$ cat src/rtl/tt_um_ronmsjsu_prbs31_ctrl_if.sv
// Tiny Tapeout user-tile pin bundle for the PRBS31 burst sequencer.
//   ena      tile enable (not used by the design)
//   ui_in    dedicated inputs: strobes, rx bit, length code
//   uio_in   bidirectional pins used as inputs (seed byte)
//   uo_out   dedicated outputs: tx, status, checker readout
//   uio_out  bidirectional output values (always 0)
//   uio_oe   bidirectional output enables (always 0, all inputs)
// master: the harness driving the tile; slave: the tile itself.
interface tt_um_ronmsjsu_prbs31_ctrl_if;
    logic       ena;
    logic [7:0] ui_in;
    logic [7:0] uio_in;
    logic [7:0] uo_out;
    logic [7:0] uio_out;
    logic [7:0] uio_oe;

    modport master (
        output ena, ui_in, uio_in,
        input  uo_out, uio_out, uio_oe
    );

    modport slave (
        input  ena, ui_in, uio_in,
        output uo_out, uio_out, uio_oe
    );
endinterface

$ cat src/rtl/tt_um_ronmsjsu_prbs31_ctrl.sv
// PRBS31 burst sequencer (x^31 + x^28 + 1, Fibonacci LFSR).
// The 31-bit seed is shifted in byte-wise from uio_in, bursts are started and
// stopped by pin strobes, and a burst of code*BURST_UNIT bits is followed by a
// one-cycle done flag. Length code 0 runs continuously until stopped.
//
// Ports:
//   clk    tile clock, all state on the rising edge
//   rst_n  asynchronous active-low reset
//   pins   tile pin bundle (slave side):
//          ui_in  [0] start, [1] stop, [2] seed strobe, [3] rx bit, [7:4] length code
//          uio_in seed byte
//          uo_out [0] tx, [1] tx_valid, [2] busy, [3] done, [4] chk_locked, [7:5] err_cnt
//
// Build option: define PRBS_CHECK_EN to include the self-synchronising loopback
// checker on ui_in[3]; without it uo_out[7:4] read as 0.
module tt_um_ronmsjsu_prbs31_ctrl #(
    parameter int BURST_UNIT = 64
) (
    input  logic                               clk,
    input  logic                               rst_n,
    tt_um_ronmsjsu_prbs31_ctrl_if.slave        pins
);
    localparam logic [30:0] DEFAULT_SEED = 31'h7FFF_FFFF;
    localparam logic [15:0] UNIT16       = 16'(BURST_UNIT);

    typedef enum logic [1:0] {S_IDLE, S_RUN, S_DONE} state_t;

    state_t      state_reg, state_next;
    logic [3:0]  sync1_reg, sync2_reg;
    logic [2:0]  prev_reg;
    logic [30:0] seed_reg, lfsr_reg;
    logic [3:0]  len_reg;
    logic [15:0] cnt_reg;
    logic        start_go;

    // Strobe pulses are rising edges of the synchronised pins.
    logic start_pulse, stop_pulse, seed_pulse;
    assign start_pulse = sync2_reg[0] & ~prev_reg[0];
    assign stop_pulse  = sync2_reg[1] & ~prev_reg[1];
    assign seed_pulse  = sync2_reg[2] & ~prev_reg[2];

    // Last count value of a burst; len*BURST_UNIT never exceeds 61440.
    logic [15:0] terminal;
    assign terminal = (16'(len_reg) * UNIT16) - 16'd1;

    always_ff @(posedge clk or negedge rst_n) begin
        if (!rst_n) begin
            sync1_reg <= '0;
            sync2_reg <= '0;
            prev_reg  <= '0;
        end else begin
            sync1_reg <= pins.ui_in[3:0];
            sync2_reg <= sync1_reg;
            prev_reg  <= sync2_reg[2:0];
        end
    end

    always_comb begin
        state_next = state_reg;
        start_go   = 1'b0;
        case (state_reg)
            S_IDLE: begin
                // Stop beats a simultaneous start.
                if (start_pulse && !stop_pulse) begin
                    state_next = S_RUN;
                    start_go   = 1'b1;
                end
            end
            S_RUN: begin
                // Abort beats a coinciding terminal count.
                if (stop_pulse)
                    state_next = S_IDLE;
                else if (len_reg != 4'd0 && cnt_reg == terminal)
                    state_next = S_DONE;
            end
            S_DONE:  state_next = S_IDLE;
            default: state_next = S_IDLE;
        endcase
    end

    always_ff @(posedge clk or negedge rst_n) begin
        if (!rst_n) begin
            state_reg <= S_IDLE;
            seed_reg  <= DEFAULT_SEED;
            lfsr_reg  <= DEFAULT_SEED;
            len_reg   <= '0;
            cnt_reg   <= '0;
        end else begin
            state_reg <= state_next;
            if (state_reg == S_IDLE && seed_pulse)
                seed_reg <= {seed_reg[22:0], pins.uio_in};
            if (start_go) begin
                // A zero seed would lock the LFSR; substitute the default.
                lfsr_reg <= (seed_reg == 31'd0) ? DEFAULT_SEED : seed_reg;
                len_reg  <= pins.ui_in[7:4];
                cnt_reg  <= '0;
            end else if (state_reg == S_RUN) begin
                lfsr_reg <= {lfsr_reg[29:0], lfsr_reg[30] ^ lfsr_reg[27]};
                cnt_reg  <= cnt_reg + 16'd1;
            end
        end
    end

    logic tx_valid, busy, done, tx_bit;
    assign tx_valid = (state_reg == S_RUN);
    assign busy     = tx_valid;
    assign done     = (state_reg == S_DONE);
    assign tx_bit   = tx_valid & lfsr_reg[30];

`ifdef PRBS_CHECK_EN
    logic [30:0] chk_reg;
    logic [4:0]  chk_cnt_reg;
    logic        chk_locked_reg;
    logic [2:0]  err_cnt_reg;
    logic        rx_bit;
    assign rx_bit = sync2_reg[3];

    // Self-synchronising: the history register is filled from the received
    // stream itself, so any contiguous PRBS31 segment checks clean once 31
    // samples are in.
    always_ff @(posedge clk or negedge rst_n) begin
        if (!rst_n) begin
            chk_reg        <= '0;
            chk_cnt_reg    <= '0;
            chk_locked_reg <= 1'b0;
            err_cnt_reg    <= '0;
        end else if (start_go) begin
            chk_reg        <= '0;
            chk_cnt_reg    <= '0;
            chk_locked_reg <= 1'b0;
            err_cnt_reg    <= '0;
        end else if (state_reg == S_RUN) begin
            chk_reg <= {chk_reg[29:0], rx_bit};
            if (!chk_locked_reg) begin
                chk_cnt_reg <= chk_cnt_reg + 5'd1;
                if (chk_cnt_reg == 5'd30)
                    chk_locked_reg <= 1'b1;
            end else if ((rx_bit != (chk_reg[30] ^ chk_reg[27])) && err_cnt_reg != 3'd7) begin
                err_cnt_reg <= err_cnt_reg + 3'd1;
            end
        end
    end

    assign pins.uo_out = {err_cnt_reg, chk_locked_reg, done, busy, tx_valid, tx_bit};

    logic unused_pins;
    assign unused_pins = pins.ena;
`else
    assign pins.uo_out = {4'b0000, done, busy, tx_valid, tx_bit};

    logic unused_pins;
    assign unused_pins = ^{pins.ena, sync2_reg[3]};
`endif

    assign pins.uio_out = 8'h00;
    assign pins.uio_oe  = 8'h00;
endmodule

$ cat src/flat_wrapper.sv
// flat-port wrapper written by rule: the top's interface ports become plain ports
module tt_um_ronmsjsu_prbs31_ctrl_flat 
#(
    parameter int BURST_UNIT = 64
)
  (clk, rst_n, pins_ena, pins_ui_in, pins_uio_in, pins_uo_out, pins_uio_out, pins_uio_oe);
  tt_um_ronmsjsu_prbs31_ctrl_if pins_i ();
  input  logic clk;
  input  logic rst_n;
  input wire logic [$bits(pins_i.ena)-1:0] pins_ena;
  input wire logic [$bits(pins_i.ui_in)-1:0] pins_ui_in;
  input wire logic [$bits(pins_i.uio_in)-1:0] pins_uio_in;
  output wire logic [$bits(pins_i.uo_out)-1:0] pins_uo_out;
  output wire logic [$bits(pins_i.uio_out)-1:0] pins_uio_out;
  output wire logic [$bits(pins_i.uio_oe)-1:0] pins_uio_oe;
  assign pins_i.ena = pins_ena;
  assign pins_i.ui_in = pins_ui_in;
  assign pins_i.uio_in = pins_uio_in;
  assign pins_uo_out = pins_i.uo_out;
  assign pins_uio_out = pins_i.uio_out;
  assign pins_uio_oe = pins_i.uio_oe;
  tt_um_ronmsjsu_prbs31_ctrl #(.BURST_UNIT(BURST_UNIT)) u_core (.clk(clk), .rst_n(rst_n), .pins(pins_i));
endmodule
$ cat config.mk
export PLATFORM = sky130hd
export DESIGN_NAME = tt_um_ronmsjsu_prbs31_ctrl_flat
export DESIGN_NICKNAME = d
export VERILOG_FILES = /design/src/rtl/tt_um_ronmsjsu_prbs31_ctrl_if.sv /design/src/rtl/tt_um_ronmsjsu_prbs31_ctrl.sv /design/src/flat_wrapper.sv
export SDC_FILE = /design/constraint.sdc
export NUM_CORES = 1
export LEC_CHECK = 0
export BUFFER_PORTS_ARGS = -buffer_cell sky130_fd_sc_hd__buf_2
export CAP_MARGIN = 20
export CORE_MARGIN = 2
export CORE_UTILIZATION = 59
export DETAILED_ROUTE_END_ITERATION = 10
export PLACE_DENSITY = 0.84
export SLEW_MARGIN = 20
export SYNTH_ARGS = -nofsm -noshare
export SYNTH_HDL_FRONTEND = slang
export SYNTH_SLANG_ARGS = --single-unit
$ cat constraint.sdc
create_clock -name clk -period 2.3 [get_ports clk]
set_clock_uncertainty 0.2 [all_clocks]
set_input_delay 0.23 -clock clk [delete_from_list [all_inputs] [get_ports clk]]
set_output_delay 0.23 -clock clk [all_outputs]
set_load 0.01 [all_outputs]
==> out/qor.txt, run 1 <==
most common cell in the netlist - dfstp_2
gp weighted congestion - 0.789
worst hold margin - 119 ps
met1 WL - 4630 um
WL final - 10200 um
crit path kind - reg2out
GRT overflow - 0
first-pass GRT wire length - 17000 um
synth warn - 0
CP startpoint kind - flip-flop
CTS tree - built
nets - 529
root buffer cell - clkbuf_8
fin worst setup slack - 205 ps
Post-synth top cells - dfstp_2 (62), nand2_1 (49), o21ai_0 (37), inv_1 (35), nor3_1 (33)
Fillers - 592
Wirelength per Cell - 16.6 um
Reg2Reg Depth - 5
GR Util All Layers - 24.8%
dpl hpwl - 6440 um
clk buf depth - 2
worst slew pin tran - 509 ps
critical path required time - 1870 ps
top post-synthesis cells by area - dfstp_2 (35%), dfrtp_1 (16%), a22o_1 (5.6%)
CORE AREA - 7730 sq um
DP Worst Slack - 381 ps
Pwr Density - 1020 nW/um^2
largest net degree at the start of global routing - 62
share of layout cells above drive strength 1 - 22.8%
CP cell instances - nand2b_1 > inv_2 > buf_4 > and2_1 > buf_2
fin crit share - 91.1%
Clock transition at path regs - 100 ps
Top Ports - 43
Synth Cell Area - 4710 sq um
Critical Path Max Stage Delay - 530 ps
min Tclk post-route - 2090 ps
static leakage - 2.08 nW
FP Rows - 32
# DRC - 0
met2 wire length - 4830 um
vias in the first global route - 3496
final setup violating endpoints - 0
Routed Antenna Nets - 0
post-synth top area cell - dfstp_2
Die Y - 93.4 um
Post-Syn Area per Cell - 9.58 sq um
Skew-Pair Late Insertion Delay - 370 ps
WL met3 - 523 um
highest metal used - met4
total negative slack - 0 ps
Crit Path Max Fanout - 14
run status - finished, final reports clean
top cell type's share of synthesized area - 34.6%
clk sink count - 93
Area Overhead vs Synth - 9.58%
synthesized instance count - 492
PortBufs - 20
total number of vias - 3773
Num CTS Buffers - 9
worst r2r src - u_core.prev_reg[0]
post-route cell area - 5160 sq um
vias per cell - 6.13
DRT Pass-1 Iters - 5
initial DRC count - 430
Worst setup EP type - output pin
initial antenna violation count - 0
die area - 8720 sq um
Slew Limit Fails - 0
# H-tree levels - 3
f_max - 477 MHz
final hold vios - 0
Crit-path slowest cell - dfrtp_1
area occupied by registers - 2400 sq um
R2R Path End - u_core.lfsr_reg[6]
Synth cell types - 44
maximum vdd drop - 0.505 mV
Hold WC Path Type - in2async
Initial Utilization - 61.0%
Seq cells post-synth - 93
Setup Buffers After CTS - 0
Rel. slew slack - 65.9%
Most used DFF post-synth - dfstp_2
crit path DAT - 1660 ps
Placed Instance Area - 4820 sq um
max cap viols - 0
sequential-to-total area share from yosys stat - 51.0%
EDFF count, synth - 0
Die Wd - 93.4 um
RSZ-0062 raised after global routing - no
diodes inserted - 0
Multi-input gate area - 1900 sq um
ys async rst share - 100%
register-to-register setup slack - 340 ps
logic make-up (layout without fill, tap and decap cells):
| family | Yosys count | count (layout) | synth area share [%] |
|---|---|---|---|
| adder cells (fa/ha/maj) | 2 | 2 | 0.531 |
| multiplexers | 3 | 3 | 0.664 |
| buffers and inverters | 102 | 104 | 10.5 |
| AO/OA/AOI/OAI | 153 | 153 | 22.4 |
| XOR/XNOR | 6 | 6 | 1.11 |
| other | 1 | 20 | 0.0796 |
| AND/OR/NAND/NOR | 132 | 132 | 13.7 |
| flip-flops | 93 | 93 | 51.0 |
layout make-up:
cell class	instances	area share, %
flip-flops and latches	93	46.6
multi-input cells	316	36.7
repair buffers	52	8.14
clock buffers	13	3.08
inverters	36	2.62
well taps	102	2.47
clock inverters	3	0.412
critical path: cells and delay by family (launching register included):
kind	cells	cell delay (ps)
flip-flops	1	530
buffers and inverters	3	530
AND/OR/NAND/NOR	2	240
placed cells by master (no fill, tap or decap), types with 2 or more instances in the layout:
master	n
nand2_1	49
nand3_1	12
o21ai_0	37
nand4_1	5
a21oi_1	4
nor3_1	33
nor4_1	10
mux2i_1	2
and2_1	2
a31oi_1	32
xor2_1	2
and4_1	3
a22o_1	30
dlygate4sd3_1	16
inv_1	35
dfstp_2	62
o211ai_1	32
nor2_1	7
o21ai_1	2
clkbuf_1	2
and3_1	5
xnor2_1	4
clkbuf_8	11
buf_2	19
dfrtp_1	31
a211o_1	2
buf_12	3
buf_4	14
ha_1	2
o31ai_1	5
conb_1	20
nand2b_1	2
report_power, final:
group	internal [mW]	switching [mW]
logic	0.640	0.757
clock network	0.454	0.575
registers	2.47	0.386
repair_timing:
item / 4_1_cts / 5_1_grt
hold buffers: 16 / 0
endpoints found under the hold margin: 49 / 0
resized for setup: 0 / 0
per-stage QoR:
step                      instances  utilization [%]  total power [mW]
final                           615             66.8              5.28
after global routing            615             66.8              5.58
after CTS                       615             66.8              5.26
after detailed placement        583             62.4              4.23
after global placement          583             62.4              4.14
after floorplan                 511                -              3.85
metal layers:
metal	vias up	GRT usage, %
li1	1767	-
met1	1847	35.9
met2	142	38.3
met3	17	3.30
met4	0	9.31
met5	-	0
how the worst max path moves through the flow:
stage                                endpoint  slack, ps                start  depth (start not counted)
after detailed placement  u_core.state_reg[0]        380  u_core.state_reg[1]                          6
after floorplan                pins_uo_out[0]        560  u_core.state_reg[1]                          6
after CTS                      pins_uo_out[0]        210  u_core.state_reg[0]                          5
after global routing           pins_uo_out[0]         50  u_core.state_reg[0]                          5
final                          pins_uo_out[0]        210  u_core.state_reg[0]                          5
after global placement     u_core.lfsr_reg[2]        400   u_core.prev_reg[0]                          5
(Power assumes the default switching activity.)
==> inputs of run 2 (changes only) <==
==> constraint.sdc (replaced) <==
create_clock -name clk -period 2.3 [get_ports clk]
set_clock_uncertainty 0.2 [all_clocks]
set_input_delay 0.46 -clock clk [delete_from_list [all_inputs] [get_ports clk]]
set_output_delay 0.46 -clock clk [all_outputs]
set_load 0.01 [all_outputs]
==> run 2 against run 1 <==
Net effect: sequential share of layout area rose by 0.59 points; sequential power barely moved; global-route usage fell by 1.0 points; worst hold slack got worse by 46 ps; critical endpoint unchanged; combinational power barely moved; flip-flop and latch count did not move.
==> out/qor.txt, run 2 (synthesized netlist as in run 1, its figures left out) <==
run status - finished, final reports clean
gp weighted congestion - 0.788 (about the same)
Routed Antenna Nets - 0 (unchanged)
Critical Path Max Stage Delay - 480 ps (-50 ps)
PortBufs - 20 (unchanged)
RSZ-0062 raised after global routing - no
Slew Limit Fails - 0 (unchanged)
initial antenna violation count - 0 (unchanged)
Crit Path Max Fanout - 9 (-5)
Num CTS Buffers - 9 (unchanged)
total negative slack - 0 ps (unchanged)
max cap viols - 0 (unchanged)
Clock transition at path regs - 110 ps (about the same)
Wirelength per Cell - 16.2 um (-2.2%)
CORE AREA - 7730 sq um (unchanged)
Pwr Density - 1070 nW/um^2 (+4.3%)
DRT Pass-1 Iters - 5 (unchanged)
clk sink count - 93 (unchanged)
clk buf depth - 2 (unchanged)
fin crit share - 95.7% (+4.6 points)
dpl hpwl - 6530 um (+1.5%)
Initial Utilization - 61.0% (unchanged)
WL final - 9830 um (-3.6%)
vias in the first global route - 3441 (-1.6%)
share of layout cells above drive strength 1 - 24.2% (+1.4 points)
Worst setup EP type - output pin
vias per cell - 6.12 (-0.26%)
FP Rows - 32 (unchanged)
GR Util All Layers - 23.7% (-1.0 points)
final hold vios - 0 (unchanged)
Area Overhead vs Synth - 8.20%
Skew-Pair Late Insertion Delay - 370 ps (about the same)
crit path DAT - 1540 ps (-120 ps)
largest net degree at the start of global routing - 55 (-11%)
worst slew pin tran - 523 ps (+13.5 ps)
crit path kind - reg2out
maximum vdd drop - 0.605 mV (+20%)
final setup violating endpoints - 0 (unchanged)
Die Wd - 93.4 um (unchanged)
# H-tree levels - 3 (unchanged)
diodes inserted - 0 (unchanged)
# DRC - 0 (unchanged)
min Tclk post-route - 2200 ps (+106 ps)
total number of vias - 3708 (-1.7%)
CP cell instances - nand2b_2 > inv_4 > and2_1 > buf_2
CP Buf/Inv Count - 2 (-1)
CTS tree - built
Hold WC Path Type - in2reg
Top Ports - 43 (unchanged)
root buffer cell - clkbuf_8
most frequent cells in the layout - dfstp_2 (62), nand2_1 (49), o21ai_0 (37)
cell family with most CP delay - flip-flops
worst hold margin - 73.2 ps (-46.0 ps)
die area - 8720 sq um (unchanged)
first-pass GRT wire length - 16300 um (-4.0%)
Crit-path slowest cell - dfrtp_1
static leakage - 2.06 nW (-1.1%)
CP startpoint kind - flip-flop
initial DRC count - 239 (-44%)
Rel. slew slack - 65.0% (-0.89 points)
commonest non-fill, non-tap cell in the layout - dfstp_2
GRT overflow - 0 (unchanged)
f_max - 454 MHz (-4.8%)
nets - 520 (-1.7%)
critical path required time - 1640 ps (-230 ps)
Die Y - 93.4 um (unchanged)
-- run 2: changes by cell type in the layout (fill, tap and decap cells not counted), moves of 2 or more --
| cell | delta |
|---|---|
| bufinv_16 | +2 |
| clkbuf_1 | -2 |
| dlygate4sd3_1 | -12 |
| clkbuf_8 | -2 |
| inv_6 | +2 |
| buf_4 | +4 |
-- run 2: final timing paths --
| path | start | endpoint | cells past startpoint | slack, ps |
|---|---|---|---|---|
| min reg2reg | u_core.sync1_reg[2] | u_core.sync2_reg[2] | 0 | 150 |
| max in group asynchronous | rst_n | u_core.lfsr_reg[1] | 3 | 950 |
| min in group asynchronous | rst_n | u_core.cnt_reg[14] | 2 | 290 |
| max reg2reg | u_core.sync2_reg[0] | u_core.lfsr_reg[1] | 5 | 350 |
| min | pins_ui_in[7] | u_core.len_reg[3] | 3 | 70 |
| max | u_core.state_reg[1] | pins_uo_out[0] | 4 | 100 |
-- run 2: what timing repair did --
action                     4_1_cts  5_1_grt
hold buffers                     4        0
resized for setup                1        1
setup buffers                    0        0
setup endpoints to repair        1        1
hold endpoints to repair        13        0
-- run 2: per-layer routing --
| layer | vias to the layer above | GRT usage [%] | wire, um |
|---|---|---|---|
| li1 | 1745 | - | - |
| met5 | - | 0 | 0 |
| met3 | 13 | 3.63 | 459 |
| met4 | 0 | 7.48 | 155 |
| met1 | 1824 | 34.4 | 4560 |
| met2 | 126 | 37.1 | 4650 |
-- run 2: metrics by stage --
step | util, % | total power, mW | area, sq um | setup WS, ps | std cells
6_report | 66.0 | 5.44 | 5100 | 99.3 | 606
4_1_cts | 66.0 | 5.45 | 5100 | 57.9 | 606
3_5_place_dp | 62.6 | 4.22 | 4830 | 354 | 586
3_3_place_gp | 62.6 | 4.14 | 4830 | 440 | 586
5_1_grt | 66.0 | 5.76 | 5100 | 29.9 | 606
2_1_floorplan | - | 3.85 | 4780 | 332 | 511
-- run 2: worst min-delay path, stage by stage --
cell and delay [ps]:
buf_2 70, nand2_1 40, nand2_1 50
-- run 2: layout make-up --
| cell class | count | area (sq um) |
|---|---|---|
| repair buffers | 43 | 310 |
| inverters | 36 | 138 |
| multi-input cells | 316 | 1900 |
| fillers | 596 | 2630 |
| flip-flops and latches | 93 | 2400 |
| well taps | 102 | 128 |
| clock buffers | 9 | 124 |
| clock inverters | 7 | 96.3 |
-- run 2: report_power, final --
part           switching, mW  total, mW  leakage (nW)  internal, mW
clock network          0.596       1.21         0.104         0.616
registers              0.372       2.84          1.05          2.47
logic                  0.761       1.39         0.906         0.626
==> inputs of run 3 (changes only) <==
--- a/config.mk
+++ b/config.mk
@@ -8,5 +8,4 @@
 export BUFFER_PORTS_ARGS = -buffer_cell sky130_fd_sc_hd__buf_2
 export CAP_MARGIN = 20
-export CORE_MARGIN = 2
 export CORE_UTILIZATION = 59
 export DETAILED_ROUTE_END_ITERATION = 10
==> constraint.sdc (replaced) <==
create_clock -name clk -period 2.3 [get_ports clk]
set_clock_uncertainty 0.2 [all_clocks]
set_input_delay 0.23 -clock clk [delete_from_list [all_inputs] [get_ports clk]]
set_output_delay 0.23 -clock clk [all_outputs]
set_load 0.01 [all_outputs]
==> run 3 against run 2 <==
Net effect: combinational power up 4%; largest cell class unchanged; core utilization rose by 0.99 points; global-route usage grew 2.8 points; cell area is 1.5% higher; total power decreased by 3.3%; critical endpoint is now u_core.cnt_reg[15]; first-iteration DRC count rose by 62%; flip-flop and latch count stayed put; sequential power about the same; critical path type is now reg2reg; critical path depth grew 2.
==> out/qor.txt, run 3 (synthesized netlist as in run 1, its figures left out) <==
crit path kind - reg2reg
R2R Path End - u_core.cnt_reg[15]
CP startpoint kind - flip-flop
most frequent cells in the layout - dfstp_2 (62), nand2_1 (49), o21ai_0 (37)
die area - 8350 sq um (-4.2%)
total negative slack - 0 ps (unchanged)
total number of vias - 3818 (+3.0%)
PortBufs - 20 (unchanged)
vias in the first global route - 3765 (+9.4%)
worst r2r src - u_core.state_reg[1]
Area Overhead vs Synth - 9.82%
Hold WC Path Type - reg2reg
Slew Limit Fails - 0 (unchanged)
number of non-filler instances in the completed layout - 617 (+1.8%)
Worst setup EP type - flip-flop
Fillers - 593 (-0.50%)
commonest non-fill, non-tap cell in the layout - dfstp_2
# H-tree levels - 3 (unchanged)
f_max - 482 MHz (+6.0%)
Worst Hold Path EP - u_core.sync2_reg[1]
root buffer cell - clkbuf_8
Initial Utilization - 61.0% (unchanged)
Clock transition at path regs - 100 ps (about the same)
Reg2Reg Depth - 6 (+1)
Routed Antenna Nets - 0 (unchanged)
crit path DAT - 2150 ps (+610 ps)
first-pass GRT wire length - 17500 um (+7.0%)
critical path required time - 2370 ps (+730 ps)
total power - 5.26 mW (-3.3%)
Crit Path Max Fanout - 20 (+11)
GR Util All Layers - 26.5% (+2.8 points)
diodes inserted - 0 (unchanged)
Logic pwr share - 27.4% (+1.9 points)
largest net degree at the start of global routing - 62 (+13%)
clk sink count - 93 (unchanged)
area occupied by registers - 2400 sq um (unchanged)
gp weighted congestion - 0.826 (+4.8%)
Multi-input gate area - 1900 sq um (-0.13%)
Pwr Density - 1020 nW/um^2 (-4.7%)
GRT overflow - 0 (unchanged)
DRT Pass-1 Iters - 5 (unchanged)
min Tclk post-route - 2080 ps (-124 ps)
share of layout cells above drive strength 1 - 23.1% (-1.1 points)
placed cell count - 586 (unchanged)
max cap viols - 0 (unchanged)
initial antenna violation count - 0 (unchanged)
Die Wd - 91.4 um (-2.1%)
CORE AREA - 7730 sq um (unchanged)
static leakage - 2.09 nW (+1.8%)
Seq pwr share - 54.0% (+1.8 points)
RSZ-0062 raised after global routing - no
FP Rows - 32 (unchanged)
fin crit share - 90.3% (-5.4 points)
clk buf depth - 2 (unchanged)
maximum vdd drop - 0.707 mV (+17%)
Net Sw Power - 1.70 mW (-1.5%)
Die Y - 91.4 um (-2.1%)
Top Ports - 43 (unchanged)
switch share - 32.4% (+0.58 points)
Worst Hold Path Cells - 0 (-3)
Num CTS Buffers - 9 (unchanged)
WL final - 10400 um (+6.2%)
initial DRC count - 388 (+62%)
final setup violating endpoints - 0 (unchanged)
final hold vios - 0 (unchanged)
dpl hpwl - 6780 um (+3.9%)
run status - finished, final reports clean
register-to-register setup slack - 220 ps (-130 ps)
Int Pwr - 3.56 mW (-4.1%)
Skew-Pair Late Insertion Delay - 360 ps (about the same)
nets - 532 (+2.3%)
vias per cell - 6.19 (+1.1%)
hold path start - u_core.sync1_reg[1]
CTS tree - built
Wirelength per Cell - 16.9 um (+4.3%)
clock share of power - 18.6% (-3.7 points)
# DRC - 0 (unchanged)
[run 3: final cells by class]
type | instances | share of cell area, %
timing repair buffer | 55 | 8.56
clock inverter | 2 | 0.193
tap | 102 | 2.47
sequential | 93 | 46.5
multi-input combinational | 316 | 36.6
inverter | 36 | 2.61
clock buffer | 13 | 3.07
[run 3: timing repair]
| item | CTS | global route |
|---|---|---|
| endpoints found under the hold margin | 51 | 0 |
| hold buffers | 16 | 0 |
| resized for setup | 0 | 0 |
| buffers inserted | 0 | 0 |
[run 3: power groups by stage]
stage	sequential (mW)	clock (mW)	combinational, mW
6_report	2.84	0.981	1.44
5_1_grt	2.91	1.05	1.62
4_1_cts	2.83	0.994	1.43
3_5_place_dp	2.85	0	1.40
3_3_place_gp	2.82	0	1.33
2_1_floorplan	2.74	0	1.12
[run 3: routing by layer]
layer / up-vias / track usage (%) / share of wire [%]
li1: 1771 / - / -
met1: 1875 / 35.7 / 44
met2: 136 / 41.5 / 49
met3: 36 / 3.43 / 4.0
met4: 0 / 14.8 / 3.4
met5: - / 0 / 0
[run 3: worst max path at each step]
stage	from	end	slack, ps	cells after the start
finish	u_core.state_reg[1]	u_core.cnt_reg[15]	220	6
global route	u_core.state_reg[1]	u_core.cnt_reg[15]	80	6
CTS	u_core.state_reg[1]	u_core.cnt_reg[15]	240	6
detailed placement	u_core.state_reg[1]	u_core.cnt_reg[15]	270	6
global placement	u_core.prev_reg[0]	u_core.lfsr_reg[2]	400	5
floorplan	u_core.state_reg[1]	pins_uo_out[0]	560	6
[run 3: through the flow]
stage / util [%] / worst slack, ps / hold WS [ps] / cell area, sq um
after floorplan: - / 562 / -266 / 4780
after global placement: 62.7 / 405 / 8.63 / 4850
after detailed placement: 62.7 / 265 / 10.9 / 4850
after CTS: 67.0 / 243 / 154 / 5180
after global routing: 67.0 / 77.0 / 161 / 5180
final: 67.0 / 223 / 151 / 5180
[run 3: critical path, cell delays in order (launching register included)]
cell and delay [ps]:
dfrtp_1 380, buf_4 220, nand2b_1 200, inv_2 190
nand2_1 160, nor4_1 350, mux2i_1 300
